**src/rtl/connect_pkg.sv**
```systemverilog
// -----------------------------------------------------------------------------
// connect_pkg
// Shared definitions for the AIDC/XHB channel connect switch:
//   - request channel indices inside the packed 3-channel request buses
//   - state encoding of the mode-switch drain FSM
// -----------------------------------------------------------------------------
package connect_pkg;

    localparam int CH_AR = 0;
    localparam int CH_AW = 1;
    localparam int CH_W  = 2;
    localparam int NREQ  = 3;

    typedef enum logic [1:0] {
        BYP   = 2'd0,
        DRN_C = 2'd1,
        CMP   = 2'd2,
        DRN_B = 2'd3
    } sw_state_t;

endpackage

```
**src/rtl/connect_skid.sv**
```systemverilog
// -----------------------------------------------------------------------------
// connect_skid
// Two-entry valid/ready skid buffer. in_ready and out_valid both come
// straight from the occupancy register, so neither side sees a combinational
// path through the buffer. Full throughput with one cycle of latency.
// Ports:
//   clk, rst_n (async, active-low), srst (sync clear)
//   in_valid / in_ready / in_data    upstream side
//   out_valid / out_ready / out_data downstream side
// -----------------------------------------------------------------------------
module connect_skid #(
    parameter int DW = 32
) (
    input  logic          clk,
    input  logic          rst_n,
    input  logic          srst,
    input  logic          in_valid,
    output logic          in_ready,
    input  logic [DW-1:0] in_data,
    output logic          out_valid,
    input  logic          out_ready,
    output logic [DW-1:0] out_data
);

    logic [DW-1:0] mem_r [2];
    logic          wr_ptr_r;
    logic          rd_ptr_r;
    logic [1:0]    cnt_r;
    logic          push_s;
    logic          pop_s;

    assign in_ready  = (cnt_r != 2'd2);
    assign out_valid = (cnt_r != 2'd0);
    assign out_data  = mem_r[rd_ptr_r];
    assign push_s    = in_valid & in_ready;
    assign pop_s     = out_valid & out_ready;

    // Payload storage; contents are don't-care while the entry is empty
    always_ff @(posedge clk) begin
        if (push_s) begin
            mem_r[wr_ptr_r] <= in_data;
        end
    end

    // Pointers and occupancy
    always_ff @(posedge clk or negedge rst_n) begin
        if (!rst_n) begin
            wr_ptr_r <= 1'b0;
            rd_ptr_r <= 1'b0;
            cnt_r    <= 2'd0;
        end else if (srst) begin
            wr_ptr_r <= 1'b0;
            rd_ptr_r <= 1'b0;
            cnt_r    <= 2'd0;
        end else begin
            if (push_s) begin
                wr_ptr_r <= ~wr_ptr_r;
            end
            if (pop_s) begin
                rd_ptr_r <= ~rd_ptr_r;
            end
            case ({push_s, pop_s})
                2'b10:   cnt_r <= cnt_r + 2'd1;
                2'b01:   cnt_r <= cnt_r - 2'd1;
                default: cnt_r <= cnt_r;
            endcase
        end
    end

endmodule

```
**src/rtl/connect_switch.sv**
```systemverilog
// -----------------------------------------------------------------------------
// connect_switch
// Steers CNN-engine AR/AW/W requests straight to XHB (bypass) or through AIDC
// (compress), and steers the XHB R channel the matching way. A mode change
// first drains: new requests are blocked until every outstanding read burst
// (counted to the last R beat) and write burst (counted to B) has completed,
// then the path flips. B always passes through and is counted.
//
// Optional build macro CONNECT_OREG_EN: adds a 2-entry skid buffer on every
// MREQ channel and on RO (1 cycle latency, registered READY); the drain then
// also waits for those buffers to empty.
//
// Ports:
//   CLK_i, RSTN_i (async, active-low)
//   ENABLE_REQ_i requested mode (1 = compress); ENABLE_o effective mode
//   BUSY_o drain in progress; ERR_o sticky outstanding-counter underflow
//   REQ_*   engine requests (AR=0, AW=1, W=2, channel c at [c*DW +: DW])
//   EREQ_*  requests to AIDC;  CREQ_* compressed requests from AIDC
//   MREQ_*  requests to XHB
//   R_* R from XHB, ER_* R to AIDC, CR_* R from AIDC, RO_* R to engine
//   B_* B from XHB, BO_* B to engine
// -----------------------------------------------------------------------------
module connect_switch
    import connect_pkg::*;
#(
    parameter int DW         = 32,
    parameter int MAX_OUTSTD = 16,
    parameter int RLAST_BIT  = 0
) (
    input  logic               CLK_i,
    input  logic               RSTN_i,
    input  logic               ENABLE_REQ_i,
    output logic               ENABLE_o,
    output logic               BUSY_o,
    output logic               ERR_o,
    input  logic [NREQ-1:0]    REQ_VALID_i,
    output logic [NREQ-1:0]    REQ_READY_o,
    input  logic [NREQ*DW-1:0] REQ_i,
    output logic [NREQ-1:0]    EREQ_VALID_o,
    input  logic [NREQ-1:0]    EREQ_READY_i,
    output logic [NREQ*DW-1:0] EREQ_o,
    input  logic [NREQ-1:0]    CREQ_VALID_i,
    output logic [NREQ-1:0]    CREQ_READY_o,
    input  logic [NREQ*DW-1:0] CREQ_i,
    output logic [NREQ-1:0]    MREQ_VALID_o,
    input  logic [NREQ-1:0]    MREQ_READY_i,
    output logic [NREQ*DW-1:0] MREQ_o,
    input  logic               R_VALID_i,
    output logic               R_READY_o,
    input  logic [DW-1:0]      R_i,
    output logic               ER_VALID_o,
    input  logic               ER_READY_i,
    output logic [DW-1:0]      ER_o,
    input  logic               CR_VALID_i,
    output logic               CR_READY_o,
    input  logic [DW-1:0]      CR_i,
    output logic               RO_VALID_o,
    input  logic               RO_READY_i,
    output logic [DW-1:0]      RO_o,
    input  logic               B_VALID_i,
    output logic               B_READY_o,
    input  logic [DW-1:0]      B_i,
    output logic               BO_VALID_o,
    input  logic               BO_READY_i,
    output logic [DW-1:0]      BO_o
);

    localparam int            CW      = $clog2(MAX_OUTSTD + 1);
    localparam logic [CW-1:0] CNT_MAX = CW'(MAX_OUTSTD);

    // Saturating up/down step; a decrement at zero holds at zero
    function automatic logic [CW-1:0] cnt_next(input logic [CW-1:0] cnt,
                                               input logic inc, input logic dec);
        logic [CW-1:0] nxt;
        case ({inc, dec})
            2'b10:   nxt = cnt + CW'(1);
            2'b01:   nxt = (cnt == {CW{1'b0}}) ? cnt : cnt - CW'(1);
            default: nxt = cnt;
        endcase
        return nxt;
    endfunction

    sw_state_t          state_r;
    logic               enable_r;
    logic               busy_r;
    logic               err_r;
    logic [CW-1:0]      rd_cnt_r;
    logic [CW-1:0]      wr_cnt_r;

    logic               steady_s;
    logic [NREQ-1:0]    fwd_mask_s;
    logic [NREQ-1:0]    mreq_valid_s;
    logic [NREQ-1:0]    mreq_ready_s;
    logic [NREQ*DW-1:0] mreq_data_s;
    logic               ro_valid_s;
    logic               ro_ready_s;
    logic [DW-1:0]      ro_data_s;
    logic               skid_busy_s;
    logic               drain_idle_s;
    logic               rd_inc_s, rd_dec_s, wr_inc_s, wr_dec_s;
    logic               underflow_s;

    assign ENABLE_o = enable_r;
    assign BUSY_o   = busy_r;
    assign ERR_o    = err_r;

    assign EREQ_o     = REQ_i;
    assign ER_o       = R_i;
    assign BO_VALID_o = B_VALID_i;
    assign BO_o       = B_i;
    assign B_READY_o  = BO_READY_i;

    assign steady_s = (state_r == BYP) || (state_r == CMP);

    // Per-channel admission: blocked while draining, AR/AW blocked at the cap.
    // Applied to both valid and ready so no beat is forwarded without being taken.
    always_comb begin
        fwd_mask_s = {NREQ{1'b0}};
        if (steady_s) begin
            fwd_mask_s[CH_AR] = (rd_cnt_r != CNT_MAX);
            fwd_mask_s[CH_AW] = (wr_cnt_r != CNT_MAX);
            fwd_mask_s[CH_W]  = 1'b1;
        end else begin
            fwd_mask_s = {NREQ{1'b0}};
        end
    end

    // Request steering; CREQ keeps flowing to XHB during a drain out of compress
    always_comb begin
        mreq_valid_s = {NREQ{1'b0}};
        mreq_data_s  = REQ_i;
        EREQ_VALID_o = {NREQ{1'b0}};
        REQ_READY_o  = {NREQ{1'b0}};
        CREQ_READY_o = {NREQ{1'b0}};
        if (enable_r) begin
            EREQ_VALID_o = REQ_VALID_i & fwd_mask_s;
            REQ_READY_o  = EREQ_READY_i & fwd_mask_s;
            mreq_valid_s = CREQ_VALID_i;
            mreq_data_s  = CREQ_i;
            CREQ_READY_o = mreq_ready_s;
        end else begin
            mreq_valid_s = REQ_VALID_i & fwd_mask_s;
            REQ_READY_o  = mreq_ready_s & fwd_mask_s;
        end
    end

    // R steering follows the effective mode, including during a drain
    always_comb begin
        ro_valid_s = R_VALID_i;
        ro_data_s  = R_i;
        R_READY_o  = ro_ready_s;
        ER_VALID_o = 1'b0;
        CR_READY_o = 1'b0;
        if (enable_r) begin
            ER_VALID_o = R_VALID_i;
            R_READY_o  = ER_READY_i;
            ro_valid_s = CR_VALID_i;
            ro_data_s  = CR_i;
            CR_READY_o = ro_ready_s;
        end else begin
            ro_valid_s = R_VALID_i;
            ro_data_s  = R_i;
            R_READY_o  = ro_ready_s;
        end
    end

`ifdef CONNECT_OREG_EN
    for (genvar c = 0; c < NREQ; c++) begin : g_mreq_skid
        connect_skid #(.DW(DW)) u_skid (
            .clk       (CLK_i),
            .rst_n     (RSTN_i),
            .srst      (1'b0),
            .in_valid  (mreq_valid_s[c]),
            .in_ready  (mreq_ready_s[c]),
            .in_data   (mreq_data_s[c*DW +: DW]),
            .out_valid (MREQ_VALID_o[c]),
            .out_ready (MREQ_READY_i[c]),
            .out_data  (MREQ_o[c*DW +: DW])
        );
    end

    connect_skid #(.DW(DW)) u_ro_skid (
        .clk       (CLK_i),
        .rst_n     (RSTN_i),
        .srst      (1'b0),
        .in_valid  (ro_valid_s),
        .in_ready  (ro_ready_s),
        .in_data   (ro_data_s),
        .out_valid (RO_VALID_o),
        .out_ready (RO_READY_i),
        .out_data  (RO_o)
    );

    // A buffer holding data counts as pending traffic for the drain
    assign skid_busy_s = (|MREQ_VALID_o) | RO_VALID_o;
`else
    assign MREQ_VALID_o = mreq_valid_s;
    assign MREQ_o       = mreq_data_s;
    assign mreq_ready_s = MREQ_READY_i;
    assign RO_VALID_o   = ro_valid_s;
    assign RO_o         = ro_data_s;
    assign ro_ready_s   = RO_READY_i;
    assign skid_busy_s  = 1'b0;
`endif

    // Bursts open on the engine-side AR/AW handshake and close on last R / B
    assign rd_inc_s = REQ_VALID_i[CH_AR] & REQ_READY_o[CH_AR];
    assign rd_dec_s = RO_VALID_o & RO_READY_i & RO_o[RLAST_BIT];
    assign wr_inc_s = REQ_VALID_i[CH_AW] & REQ_READY_o[CH_AW];
    assign wr_dec_s = BO_VALID_o & BO_READY_i;

    assign underflow_s = (rd_dec_s & ~rd_inc_s & (rd_cnt_r == {CW{1'b0}})) |
                         (wr_dec_s & ~wr_inc_s & (wr_cnt_r == {CW{1'b0}}));

    assign drain_idle_s = (rd_cnt_r == {CW{1'b0}}) && (wr_cnt_r == {CW{1'b0}}) &&
                          !(|mreq_valid_s) && !(|EREQ_VALID_o) && !skid_busy_s;

    // Outstanding-burst counters and sticky underflow flag
    always_ff @(posedge CLK_i or negedge RSTN_i) begin
        if (!RSTN_i) begin
            rd_cnt_r <= {CW{1'b0}};
            wr_cnt_r <= {CW{1'b0}};
            err_r    <= 1'b0;
        end else begin
            rd_cnt_r <= cnt_next(rd_cnt_r, rd_inc_s, rd_dec_s);
            wr_cnt_r <= cnt_next(wr_cnt_r, wr_inc_s, wr_dec_s);
            if (underflow_s) begin
                err_r <= 1'b1;
            end
        end
    end

    // Mode-switch FSM; ENABLE_o flips and BUSY_o falls on the drain-complete edge
    always_ff @(posedge CLK_i or negedge RSTN_i) begin
        if (!RSTN_i) begin
            state_r  <= BYP;
            enable_r <= 1'b0;
            busy_r   <= 1'b0;
        end else begin
            case (state_r)
                BYP: begin
                    if (ENABLE_REQ_i) begin
                        state_r <= DRN_C;
                        busy_r  <= 1'b1;
                    end
                end
                DRN_C: begin
                    if (!ENABLE_REQ_i) begin
                        state_r <= BYP;
                        busy_r  <= 1'b0;
                    end else if (drain_idle_s) begin
                        state_r  <= CMP;
                        busy_r   <= 1'b0;
                        enable_r <= 1'b1;
                    end
                end
                CMP: begin
                    if (!ENABLE_REQ_i) begin
                        state_r <= DRN_B;
                        busy_r  <= 1'b1;
                    end
                end
                DRN_B: begin
                    if (ENABLE_REQ_i) begin
                        state_r <= CMP;
                        busy_r  <= 1'b0;
                    end else if (drain_idle_s) begin
                        state_r  <= BYP;
                        busy_r   <= 1'b0;
                        enable_r <= 1'b0;
                    end
                end
                default: begin
                    state_r  <= BYP;
                    busy_r   <= 1'b0;
                    enable_r <= 1'b0;
                end
            endcase
        end
    end

endmodule

```
**config.mk**
```make
export PLATFORM = sky130hd
export DESIGN_NAME = connect_switch
export DESIGN_NICKNAME = d
export VERILOG_FILES = /design/src/rtl/connect_pkg.sv /design/src/rtl/connect_skid.sv /design/src/rtl/connect_switch.sv
export SDC_FILE = /design/constraint.sdc
export NUM_CORES = 1
export LEC_CHECK = 0
export BUFFER_PORTS_ARGS = -buffer_cell sky130_fd_sc_hd__buf_2
export CORE_AREA = 2 2 238 240
export DETAILED_ROUTE_END_ITERATION = 8
export DIE_AREA = 0 0 240 242
export GPL_TIMING_DRIVEN = 0
export SLEW_MARGIN = 20
export SYNTH_ARGS = -nofsm -noshare
export SYNTH_HDL_FRONTEND = slang
export SYNTH_SLANG_ARGS = --single-unit
```
**constraint.sdc**
```tcl
create_clock -name CLK_i -period 6.78 [get_ports CLK_i]
set_clock_uncertainty 0.05 [all_clocks]
set_input_delay 0.339 -clock CLK_i [delete_from_list [all_inputs] [get_ports CLK_i]]
set_output_delay 0.339 -clock CLK_i [all_outputs]
set_load 0.01 [all_outputs]
```
==> flow_metrics.tcl <==
set metrics [dict create \
    status "completed" \
    die_y_microns 242 \
    synth_area_sq_um 3990 \
    crit_slowest_cell "nor4_1" \
    via_count 5564 \
    power_density_nw_per_um2 140 \
    critical_path_arrival_ps 3320 \
    synth_area_per_cell_sq_um 8.98 \
    area_growth_pct 101 \
    critPathMaxFanout 6 \
    core-area_sq_um 55700 \
    num_io_pins 618 \
    end_kind "flop" \
    numPortBuffers 585 \
    cts_root_buf "clkbuf_16" \
    drt-initial-drc-count 204 \
    p_total_mw 1.12 \
    mostFrequentLayoutCells "buf_2 (592), buf_4 (163), mux2_2 (132)" \
    hold_viol_final 0 \
    critPathKind "reg -> reg" \
    clockBufferDepth 2 \
    cp_cell_sequence "nor4_1 -> and2_1 -> o21ai_0 -> fa_1 -> nand2b_1 -> o2bb2ai_1 -> and2_1 -> a22o_1 -> a221oi_1" \
    fmax_ghz 0.310 \
    synthTopCellsByArea "mux2_2 (37%), buf_4 (31%), dfrtp_1 (9.4%)" \
    place_area_sq_um 7890 \
    grt_pass1_vias 5305 \
    cts_made_buffers 3 \
    n_fill_cell 6457 \
    post-dp-hpwl_mm 30.8 \
    die-area_sq_um 58100 \
    row_count 87 \
    cts.sinks 15 \
    grt_max_degree 16 \
    met1_usage 0.114 \
    cp-start-kind "flop" \
    drcViolationCount 0 \
    dr.pass1.iters 4 \
    tns_ps 0 \
    hold_path_class "in -> reg" \
    yosysUniqueCellTypes 47 \
    area.sequential_sq_um 375 \
    synth_cells 444 \
    cts_htree_levels 1 \
    slew_headroom 0.430 \
    yosysTopAreaCell "mux2_2" \
    period_minus_slack_ps 3230 \
    required_ps 6870 \
    final_design_area_no_fill_sq_um 8000 \
    synth_edf_count 0 \
    crit_top_cell "and2_1" \
    clk_pin_slew_ps 50 \
    rsz0062_at_grt "no" \
    wire_per_inst_microns 18.3 \
    syn-num-nets 761 \
    via_per_inst 3.09 \
    track_usage 0.105 \
    die_w_microns 240 \
    ys.flop_type "dfrtp_1" \
    max_cap_viol_count 0 \
    multi_input_area_sq_um 2270 \
    crit_path_max_incr_delay_ps 750 \
    placed_cells 1786 \
    busiest_layer "met2" \
    antenna_found_initial 38 \
    async_flop_share 1.00 \
    slew_violations 0 \
    grt_pass1_wl_mm 41.4 \
    utilization 0.144 \
    met2_usage 0.196 \
    setup_viol 0 \
    yosysWarnings 0 \
    overflow 0 \
    start_util 0.0715 \
    wl_mm 33.0 \
    drive_gt1_frac 0.871 \
    nets 1353 \
    gp_congestion 0.874 \
    gr-usage-met3 0.0321 \
    worst_slew_pin_slew_ps 856 \
    ant_nets 0 \
    cts_tree "built" \
    leakagePower_nw 4.24 \
    ys_seq_area_frac 0.0942 \
    period_share 0.476 \
    clk_latency_ps 250 \
    synth_top_area_frac 0.373 \
    final_common_cell "buf_2" \
    fin_cells 1801 \
    vdd_drop_max_mv 0.0858 \
    ys_ff_latch 15 \
]
## area by class of cell
| cell class | instances | share of cell area |
|---|---|---|
| inverter | 10 | 0.00469 |
| clock inverter | 1 | 0.000625 |
| timing repair buffer | 587 | 0.370 |
| tap | 756 | 0.118 |
| sequential | 15 | 0.0469 |
| antenna | 10 | 0.00313 |
| buffer | 182 | 0.163 |
| clock buffer | 3 | 0.00938 |
| multi-input combinational | 237 | 0.284 |
## cells by family (layout without fill, tap and decap cells)
family	count (synthesis)	count (layout)	share of synthesized area
simple gates	54	54	0.0778
xor+xnor	6	6	0.0132
compound gates	32	32	0.0637
buf+inv	192	783	0.336
mux	136	136	0.383
fa+ha+maj	9	9	0.0317
other cells	0	10	0
flops	15	15	0.0942
## power breakdown
group          switching [mW]  total [mW]  internal (mW)
Combinational           0.406       0.831          0.425
Sequential             0.0465       0.175          0.128
Clock                  0.0375       0.116         0.0788
## timing repair
| action | in CTS | in global routing |
|---|---|---|
| gates resized for setup | 0 | 0 |
| endpoints found under the hold margin | 15 | 0 |
| hold buffers | 1 | 0 |
| setup buffers | 0 | 0 |
## cells in the mapped netlist, types with 2 or more instances
master       n
o21ai_0      4
clkbuf_1    12
o41ai_1      2
nor2_1      12
nor4_1       2
mux2_2     132
a21o_2       2
xnor2_1      4
a221oi_1     3
xor2_1       2
mux2i_1      4
and2_1      11
a22o_1       3
fa_1         2
a211oi_1     2
inv_1       10
nor3_1       5
a21oi_1      2
nand2_1     10
o2bb2ai_1    2
dfrtp_1     15
or3_1        3
buf_2        7
ha_1         6
buf_4      163
nand2b_1     3
## worst paths after layout
kind | from | end | slack, ps | cells past startpoint
min in group asynchronous | RSTN_i | rd_cnt_r[3]$_DFFE_PN0P_ | 530 | 2
hold / removal | ENABLE_REQ_i | state_r[0]$_DFFE_PN0P_ | 420 | 3
max in group asynchronous | RSTN_i | rd_cnt_r[4]$_DFFE_PN0P_ | 5880 | 2
hold reg to reg | ERR_o$_DFFE_PN0P_ | ERR_o$_DFFE_PN0P_ | 440 | 1
setup / recovery | rd_cnt_r[0]$_DFFE_PN0P_ | rd_cnt_r[4]$_DFFE_PN0P_ | 3550 | 9
setup reg to reg | rd_cnt_r[0]$_DFFE_PN0P_ | rd_cnt_r[4]$_DFFE_PN0P_ | 3550 | 9
## registers in the layout (all words and copies together), names as in the netlist, named ones only
signal    count
ERR_o         1
state_r       1
wr_cnt_r      5
rd_cnt_r      5
BUSY_o        1
ENABLE_o      1
## metal layers
| metal | share of wire | up-vias |
|---|---|---|
| met1 | 0.38 | 2472 |
| met5 | 0.0017 | - |
| met4 | 0.031 | 8 |
| li1 | - | 2579 |
| met2 | 0.49 | 433 |
| met3 | 0.10 | 72 |
## stage by stage
stage,setup slack (ps),hold WS [ps]
CTS,3540,410
finish,3550,415
global route,3290,409
global placement,3120,230
detailed placement,3560,242
floorplan,3970,-6.59
## worst max-delay path: cells and delay by family, from the launching register on
kind	cells	cell delay, ps
AOI/OAI and AO/OA	4	800
adders and majority gates	1	410
DFF	1	430
and+or+nand+nor	4	1440
Power figures use the tool's default switching activity.
